[config.mk]
export PLATFORM = sky130hd
export DESIGN_NAME = barreira_sequenciador
export DESIGN_NICKNAME = d
export VERILOG_FILES = /design/src/rtl/barreira_sequenciador.sv
export SDC_FILE = /design/constraint.sdc
export NUM_CORES = 1
export LEC_CHECK = 0
export CAP_MARGIN = 30
export CORE_MARGIN = 4
export CORE_UTILIZATION = 57
export CTS_CLUSTER_SIZE = 40
export DETAILED_ROUTE_END_ITERATION = 12
export DONT_BUFFER_PORTS = 1
export PLACE_DENSITY_LB_ADDON = 0.12
export SYNTH_ARGS = -nofsm -noshare
export SYNTH_HDL_FRONTEND = slang
export SYNTH_SLANG_ARGS = --single-unit
[constraint.sdc]
create_clock -name clk -period 2.9 [get_ports clk]
set_clock_uncertainty 0.1 [all_clocks]
set_input_delay 0.29 -clock clk [delete_from_list [all_inputs] [get_ports clk]]
set_output_delay 0.29 -clock clk [all_outputs]
set_load 0.02 [all_outputs]
[src/rtl/barreira_sequenciador.sv]
// barreira_sequenciador
//
// Purpose:
//   Light-barrier LED sequencer. The raw objeto_perto line is brought into the
//   clk domain through a two-flop synchroniser and debounced by a small FSM
//   (LIVRE -> CONFIRMANDO -> OBSTRUIDO -> LIBERANDO -> LIVRE). Each completed
//   obstruction/release cycle bumps a passage counter and emits a one-cycle
//   pulse. With BARREIRA_ALARME_EN defined, an obstruction lasting
//   ALARME_CICLOS cycles moves the FSM to ALARME, where the LED blinks with a
//   half-period of PISCA_CICLOS cycles.
//
// Configuration macro:
//   BARREIRA_ALARME_EN - builds the ALARME state, obstruction timer and blink
//                        counter. Without it, alarme is tied to 0 and the LED
//                        stays on for the whole obstruction.
//
// Ports:
//   clk            in   system clock
//   rst_n          in   asynchronous active-low reset
//   objeto_perto   in   raw sensor (asynchronous), 1 = object present
//   limpar_cont    in   synchronous clear of contagem (wins over increment)
//   led            out  barrier LED
//   contagem       out  completed passages, wraps at 2^CONT_W
//   passagem_pulso out  one-cycle pulse per completed passage
//   alarme         out  prolonged-obstruction flag
//   estado         out  current FSM state code

module barreira_sequenciador #(
    parameter int DEBOUNCE_CICLOS = 4,
    parameter int ALARME_CICLOS   = 100,
    parameter int PISCA_CICLOS    = 8,
    parameter int CONT_W          = 8
) (
    input  logic              clk,
    input  logic              rst_n,
    input  logic              objeto_perto,
    input  logic              limpar_cont,
    output logic              led,
    output logic [CONT_W-1:0] contagem,
    output logic              passagem_pulso,
    output logic              alarme,
    output logic [2:0]        estado
);

    typedef enum logic [2:0] {
        LIVRE       = 3'd0,
        CONFIRMANDO = 3'd1,
        OBSTRUIDO   = 3'd2,
        LIBERANDO   = 3'd3,
        ALARME      = 3'd4
    } estado_t;

    localparam int DEB_W = $clog2(DEBOUNCE_CICLOS + 1);

    logic              sync1_q, sync2_q;
    logic              s_obj;
    estado_t           estado_q, estado_d;
    logic [DEB_W-1:0]  deb_q, deb_d;
    logic              led_q, led_d;
    logic              pulso_q, pulso_d;
    logic [CONT_W-1:0] cont_q, cont_d;

`ifdef BARREIRA_ALARME_EN
    localparam int TMR_W = $clog2(ALARME_CICLOS + 1);
    localparam int PSC_W = (PISCA_CICLOS > 1) ? $clog2(PISCA_CICLOS) : 1;

    logic [TMR_W-1:0]  timer_q, timer_d, timer_inc;
    logic [PSC_W-1:0]  pisca_q, pisca_d;
    logic              alarme_q, alarme_d;
`endif

    assign s_obj = sync2_q;

    // Next-state decode. Every output register is loaded from here, so outputs
    // change on the same edge that the FSM enters a state.
    always_comb begin
        estado_d = estado_q;
        deb_d    = deb_q;
        led_d    = led_q;
        pulso_d  = 1'b0;
        cont_d   = cont_q;
`ifdef BARREIRA_ALARME_EN
        timer_d   = timer_q;
        pisca_d   = pisca_q;
        // The obstruction timer saturates so a long obstruction cannot wrap it
        // back below the alarm threshold.
        timer_inc = (timer_q == TMR_W'(ALARME_CICLOS)) ? timer_q : timer_q + 1'b1;
`endif

        case (estado_q)
            LIVRE: begin
                led_d = 1'b0;
                if (s_obj) begin
                    estado_d = CONFIRMANDO;
                    deb_d    = DEB_W'(1);
                end
            end

            CONFIRMANDO: begin
                led_d = 1'b0;
                if (!s_obj) begin
                    estado_d = LIVRE;
                end else if (deb_q == DEB_W'(DEBOUNCE_CICLOS)) begin
                    estado_d = OBSTRUIDO;
                    led_d    = 1'b1;
`ifdef BARREIRA_ALARME_EN
                    timer_d  = '0;
`endif
                end else begin
                    deb_d = deb_q + 1'b1;
                end
            end

            OBSTRUIDO: begin
                led_d = 1'b1;
`ifdef BARREIRA_ALARME_EN
                timer_d = timer_inc;
                // The alarm threshold wins over a release seen on the same cycle.
                if (timer_inc == TMR_W'(ALARME_CICLOS)) begin
                    estado_d = ALARME;
                    pisca_d  = '0;
                end else if (!s_obj) begin
                    estado_d = LIBERANDO;
                    deb_d    = DEB_W'(1);
                end
`else
                if (!s_obj) begin
                    estado_d = LIBERANDO;
                    deb_d    = DEB_W'(1);
                end
`endif
            end

            LIBERANDO: begin
`ifdef BARREIRA_ALARME_EN
                // Timer keeps running and is not cleared on re-obstruction, so
                // a dropout after the alarm goes straight back to ALARME.
                timer_d = timer_inc;
`endif
                if (s_obj) begin
                    estado_d = OBSTRUIDO;
                    led_d    = 1'b1;
                end else if (deb_q == DEB_W'(DEBOUNCE_CICLOS)) begin
                    estado_d = LIVRE;
                    led_d    = 1'b0;
                    pulso_d  = 1'b1;
                    cont_d   = cont_q + 1'b1;
                end else begin
                    deb_d = deb_q + 1'b1;
                end
            end

`ifdef BARREIRA_ALARME_EN
            ALARME: begin
                if (!s_obj) begin
                    estado_d = LIBERANDO;
                    deb_d    = DEB_W'(1);
                end else if (pisca_q == PSC_W'(PISCA_CICLOS - 1)) begin
                    led_d   = ~led_q;
                    pisca_d = '0;
                end else begin
                    pisca_d = pisca_q + 1'b1;
                end
            end
`endif

            default: begin
                estado_d = LIVRE;
                led_d    = 1'b0;
            end
        endcase

        // Clear has priority over a simultaneous increment; the pulse still fires.
        if (limpar_cont) begin
            cont_d = '0;
        end

`ifdef BARREIRA_ALARME_EN
        alarme_d = (estado_d == ALARME);
`endif
    end

    // Synchroniser, FSM state and all registered outputs.
    always_ff @(posedge clk or negedge rst_n) begin
        if (!rst_n) begin
            sync1_q  <= 1'b0;
            sync2_q  <= 1'b0;
            estado_q <= LIVRE;
            deb_q    <= '0;
            led_q    <= 1'b0;
            pulso_q  <= 1'b0;
            cont_q   <= '0;
`ifdef BARREIRA_ALARME_EN
            timer_q  <= '0;
            pisca_q  <= '0;
            alarme_q <= 1'b0;
`endif
        end else begin
            sync1_q  <= objeto_perto;
            sync2_q  <= sync1_q;
            estado_q <= estado_d;
            deb_q    <= deb_d;
            led_q    <= led_d;
            pulso_q  <= pulso_d;
            cont_q   <= cont_d;
`ifdef BARREIRA_ALARME_EN
            timer_q  <= timer_d;
            pisca_q  <= pisca_d;
            alarme_q <= alarme_d;
`endif
        end
    end

    assign led            = led_q;
    assign contagem       = cont_q;
    assign passagem_pulso = pulso_q;
    assign estado         = estado_q;
`ifdef BARREIRA_ALARME_EN
    assign alarme         = alarme_q;
`else
    assign alarme         = 1'b0;
`endif

endmodule
; ---- After elaboration in Yosys (flattened, before gate mapping)
; Index checks and enable logic that the tools add are counted.
[word_totals]
regBits = 18
in_bits = 4
wordCells = 50
[classes]
addsub = 2
n_eq_ne = 11
muxes = 23
n_reduce_logical = 7
[ops]
columns = cell, count
row1 = 8-bit two-way mux, 4
row2 = 3-bit two-way mux, 10
row3 = 3-bit case mux with 4 select lines, 2
row4 = 2-bit != test (second input constant), 5
row5 = 8-bit by 1-bit adder with 8-bit output (second input constant), 1
row6 = 3-bit by 2-bit equality test with 1-bit output (second input constant), 2
row7 = 1-bit two-way mux, 6
row8 = 3-bit != test (second input constant), 2
row9 = 5-bit AND reduction, 1
row10 = 4-bit AND reduction, 1
row11 = 2-bit nonzero test, 2
row12 = 4-bit nonzero test, 1
row13 = 3-bit by 1-bit adder with 3-bit output (second input constant), 1
row14 = 3-bit by 1-bit equality test with 1-bit output (second input constant), 1
row15 = 3-bit equality test (second input constant), 1
row16 = 3-bit zero test, 1
row17 = 1-bit case mux with 3 select lines, 1
row18 = 3-bit AND reduction, 1

; ---- Depth between registers and ports, before layout
[logic_depth]
word_depth = 5
depth_mapped = 7

; ---- Worst setup path after synthesis
; No wires, ideal clock.
[synth_path]
kind = flip-flop to flip-flop
start = register estado_q[0], in the netlist estado[0]
end = register deb_q[2]
arrival_time_ns = 2.000
t_required_ns = 2.734
setup_slack_ns = 0.734
path_stages_with_launch = 7
path_buffers = 0
synth_period_minus_slack_ns = 2.166
path_cell_list = dfrtp_1 -> inv_1 -> ha_1 -> or3_1 -> o32a_2 -> or4b_1 -> nand2_1
[synth_between]
elab_chain_len = 3
word_cells_on_any_way = 11
classes_between = eq/ne (7) / mux (1) / reduce/logical (3)
[synth_lines]
columns = item, line_no
row1 = from (decl), 57  ; estado_t estado_q, estado_d;
row2 = from (signal assigned), 201  ; estado_q <= estado_d;
row3 = "3-bit by 2-bit equality test with 1-bit output, or another cell as far along", 90  ; case (estado_q)
row4 = 4-bit nonzero test (no source line) or 2-bit != test (tied branches), -
row5 = 5-bit AND reduction (no source line), -
row6 = to (signal assigned), 189  ; deb_q <= '0;
row7 = to (signal assigned), 202  ; deb_q <= deb_d;
row8 = to (decl), 58  ; logic [DEB_W-1:0] deb_q, deb_d;
; Parallel ways exist; a longest one is shown, timed or not.
; A chain may end at the register's enable or synchronous reset.

; ---- Final worst setup path
; Ends and elaborated chain as after synthesis.

==> results.cfg <==
[run_status]
status = complete, no violations

[sta]
final-max-slew-violation-count = 0
worst-slew-pin-transition_ps = 712
rsz0062_at_grt = no
timing_hold_violations_final = 0
setup_slack_ps = 567
total_of_endpoints_with_negative_setup_slack_in_the_final_report = 0
finalSetupTns_ps = 0
slew-limit-headroom_pct = 52.4
fin_crit_sh_pct = 80.4
achievable_freq_ghz = 0.429
layout_min_cycle_time_ps = 2330

[placed_design]
gp_congestion = 0.778
placed_area_sq_um = 915
place.port_buffers = 0
placement.setup.worst_slack_ps = 588
hpwlAfterDp_microns = 1090

[floorplanning]
num_io_pins = 18
fp.dieH_microns = 47.9
core-area_sq_um = 1510
core.rowCount = 14
floorplan.die_area_sq_um = 2300
initial_utilization_pct = 60.4
die-width_microns = 47.9

[critical_path]
crit_path_max_incr_delay_ps = 570
reg2reg_setup_slack_ps = 570
cp-startpoint = estado[0]
critPathRequiredTime_ps = 3030
critical-path-slowest-cell = sky130_fd_sc_hd__dfrtp_1
worstPathArrival_ps = 2460
critical_path.reg2reg.endpoint = deb_q[2]
setup.worst_path.start_class = flop
timing.setup.critical_path_class = reg2reg
critical_path.reg2reg.startpoint = estado[0]
end_kind = flop
critical_path.max_fanout = 7
worst_r2r_path_depth = 6
critical_path.endpoint = deb_q[2]
cp_cell_sequence = inv_1 > ha_1 > or3_1 > o32a_2 > or4b_1 > nand2_1

[job]
number_of_violations_of_the_max_capacitance_limit = 0

[yosys]
synthDominantAreaCellType = sky130_fd_sc_hd__dfrtp_1
syn-instance-count = 92
synth.mux.area_fraction_pct = 1.24
share_of_the_synthesized_area_in_compound_gates_ao_oa_aoi_oai_pct = 8.94
syn-cell-area_sq_um = 910
synthesis.area_per_instance_sq_um = 9.89
yosysWarningCount = 0
synth_top_family_by_area = simple AND/OR/NAND/NOR gates
synth_top_cell_area_share_pct = 46.8
fraction_of_synthesized_cell_area_in_xor_and_xnor_cells_pct = 6.74
synth.yosys.seq_area_share_pct = 46.8
synth_cell_types = 29
synth-adder-area-share_pct = 12.4
synth-seq-cells = 17
synth_simple_gate_area_share_pct = 18.6
post_synth_main_area_contributors = sky130_fd_sc_hd__dfrtp_1 47%, sky130_fd_sc_hd__ha_1 12%, sky130_fd_sc_hd__xnor2_1 4.8%, sky130_fd_sc_hd__nand2_1 4.1%, sky130_fd_sc_hd__nor2_1 4.1%

[clock_tree]
h_tree_lvl_count = 1
cts.sinks = 17
cts.repair.resized = 0
cts_max_path_buffers = 2
cts_made_buffers = 3
cts.hold.buffers_added = 3
clk_latency_ps = 280
path_clk_slew_ps = 100
cts_setup_buffers = 0
tritoncts = built
cts_root_buffer = sky130_fd_sc_hd__clkbuf_4

[power_and_ir_drop]
power.leakage_nw = 0.452
switching_share_pct = 39.4
seqPwrFrac_pct = 48.7
worst_ir_drop_vdd_mv = 0.530
cell_internal_power_dissipation_w = 0.000434
power_frac_clock_pct = 17.0
power.density_cell_area_nw_per_um2 = 739
power.net_switching_w = 0.000283
combPwrFrac_pct = 34.3
post-layout-total-power_w = 0.000717

[worst_hold_path]
hold_path.class = reg2reg

[global_routing]
first_global_vias = 540
grt_overflow = 0
antenna_violations_before_repair = 0
grt_pass1_wl_microns = 2370
maximum_number_of_pins_on_one_net_before_global_route_repair = 18
track_usage_pct = 14.7

[finish]
fin_nets = 111
fraction_of_final_layout_cells_with_drive_strength_greater_than_1_pct = 6.19
most_frequent_cells_in_the_layout = 17 x sky130_fd_sc_hd__dfrtp_1, 10 x sky130_fd_sc_hd__nand2_1, 10 x sky130_fd_sc_hd__nor2_1, 9 x sky130_fd_sc_hd__ha_1, 6 x sky130_fd_sc_hd__inv_1
n_antenna_cell = 0
area.growth.synth_to_final_pct = 6.74
final_core_area_utilization_pct = 64.5
stdcell_area_sq_um = 971
mostFrequentLayoutCell = sky130_fd_sc_hd__dfrtp_1

[routing]
route.vias.total = 647
initialDrtViolationCount = 22
drt_wl_total_microns = 1510
routedWlPerCell_microns = 13.4
routed_via_density = 5.73
drt.antenna.violating_nets = 0
firstDrtPassIters = 4
drc = 0
==> stage by stage <==
| stage | hold slack (ps) | cells |
|---|---|---|
| 2_1_floorplan | -106 | 93 |
| 4_1_cts | 256 | 113 |
| 3_5_place_dp | -105 | 106 |
| 6_report | 253 | 113 |
| 5_1_grt | 280 | 113 |
| 3_3_place_gp | -105 | 106 |
==> area by class of cell <==
cell class / count / area, sq um
Sequential cell: 17 / 425
Clock buffer: 4 / 26.3
Timing Repair Buffer: 3 / 30.0
Inverter: 7 / 26.3
Multi-Input combinational cell: 66 / 443
Fill cell: 119 / 536
Tap cell: 16 / 20.0
==> kinds of logic (layout without fill, tap and decap cells) <==
kind of cell,count (synthesis),after routing
simple gates,34,34
fa+ha+maj,9,9
compound gates,13,13
other cells,1,2
xor+xnor,7,7
mux,1,1
flops,17,17
buf+inv,10,14
==> critical path, delay by kind of cell (launching register included) <==
kind / cells / cell delay (ps)
buf+inv: 1 / 180
flops: 1 / 570
fa+ha+maj: 1 / 280
simple gates: 3 / 910
compound gates: 1 / 240
==> worst min path at each step <==
stage,depth (start not counted),startpoint,endpoint
6_report,0,sync1_q,s_obj
3_3_place_gp,0,rst_n,async pin
4_1_cts,0,sync1_q,s_obj
2_1_floorplan,0,rst_n,async pin
5_1_grt,0,sync1_q,s_obj
3_5_place_dp,0,rst_n,estado[0]
==> state kept, by name, indices dropped and copies added (netlist names), named ones only <==
| signal | cells |
|---|---|
| s_obj | 1 |
| passagem_pulso | 1 |
| contagem | 8 |
| estado | 1 |
| deb_q | 3 |
| led | 1 |
| sync1_q | 1 |
==> cells in the mapped netlist <==
| cell | n |
|---|---|
| sky130_fd_sc_hd__buf_4 | 2 |
| sky130_fd_sc_hd__nand4_1 | 3 |
| sky130_fd_sc_hd__a22o_1 | 1 |
| sky130_fd_sc_hd__nand3b_1 | 1 |
| sky130_fd_sc_hd__or3_1 | 1 |
| sky130_fd_sc_hd__conb_1 | 1 |
| sky130_fd_sc_hd__nor4_1 | 3 |
| sky130_fd_sc_hd__o21ai_0 | 2 |
| sky130_fd_sc_hd__xor2_1 | 2 |
| sky130_fd_sc_hd__mux2_2 | 1 |
| sky130_fd_sc_hd__a211oi_1 | 1 |
| sky130_fd_sc_hd__nand4b_1 | 1 |
| sky130_fd_sc_hd__nor3_1 | 1 |
| sky130_fd_sc_hd__nand2_1 | 10 |
| sky130_fd_sc_hd__o32a_2 | 1 |
| sky130_fd_sc_hd__xnor2_1 | 5 |
| sky130_fd_sc_hd__o31ai_1 | 1 |
| sky130_fd_sc_hd__ha_1 | 9 |
| sky130_fd_sc_hd__buf_1 | 1 |
| sky130_fd_sc_hd__dfrtp_1 | 17 |
| sky130_fd_sc_hd__and3_1 | 2 |
| sky130_fd_sc_hd__inv_1 | 6 |
| sky130_fd_sc_hd__or4b_1 | 1 |
| sky130_fd_sc_hd__nand2b_1 | 1 |
| sky130_fd_sc_hd__nor2_1 | 10 |
| sky130_fd_sc_hd__o22ai_1 | 1 |
| sky130_fd_sc_hd__a21oi_1 | 4 |
| sky130_fd_sc_hd__inv_2 | 1 |
| sky130_fd_sc_hd__o21ai_1 | 2 |
==> routing by layer <==
layer  vias up  track usage, %  share of wire [%]
met1       304            22.8                 50
met3         0            4.51                5.8
met5         -               0                  0
li1        319               -                  -
met4         0            6.45                  0
met2        24            17.9                 44
==> power by group through the flow <==
stage	clock [W]	sequential, W	combinational [W]
after CTS	0.000129	0.000348	0.000245
after global placement	0	0.000352	0.000231
after detailed placement	0	0.000354	0.000234
final	0.000122	0.000349	0.000246
after floorplan	0	0.000343	0.000198
after global routing	0.000145	0.000359	0.000279
Note: power is estimated with default switching activity, not from simulation.
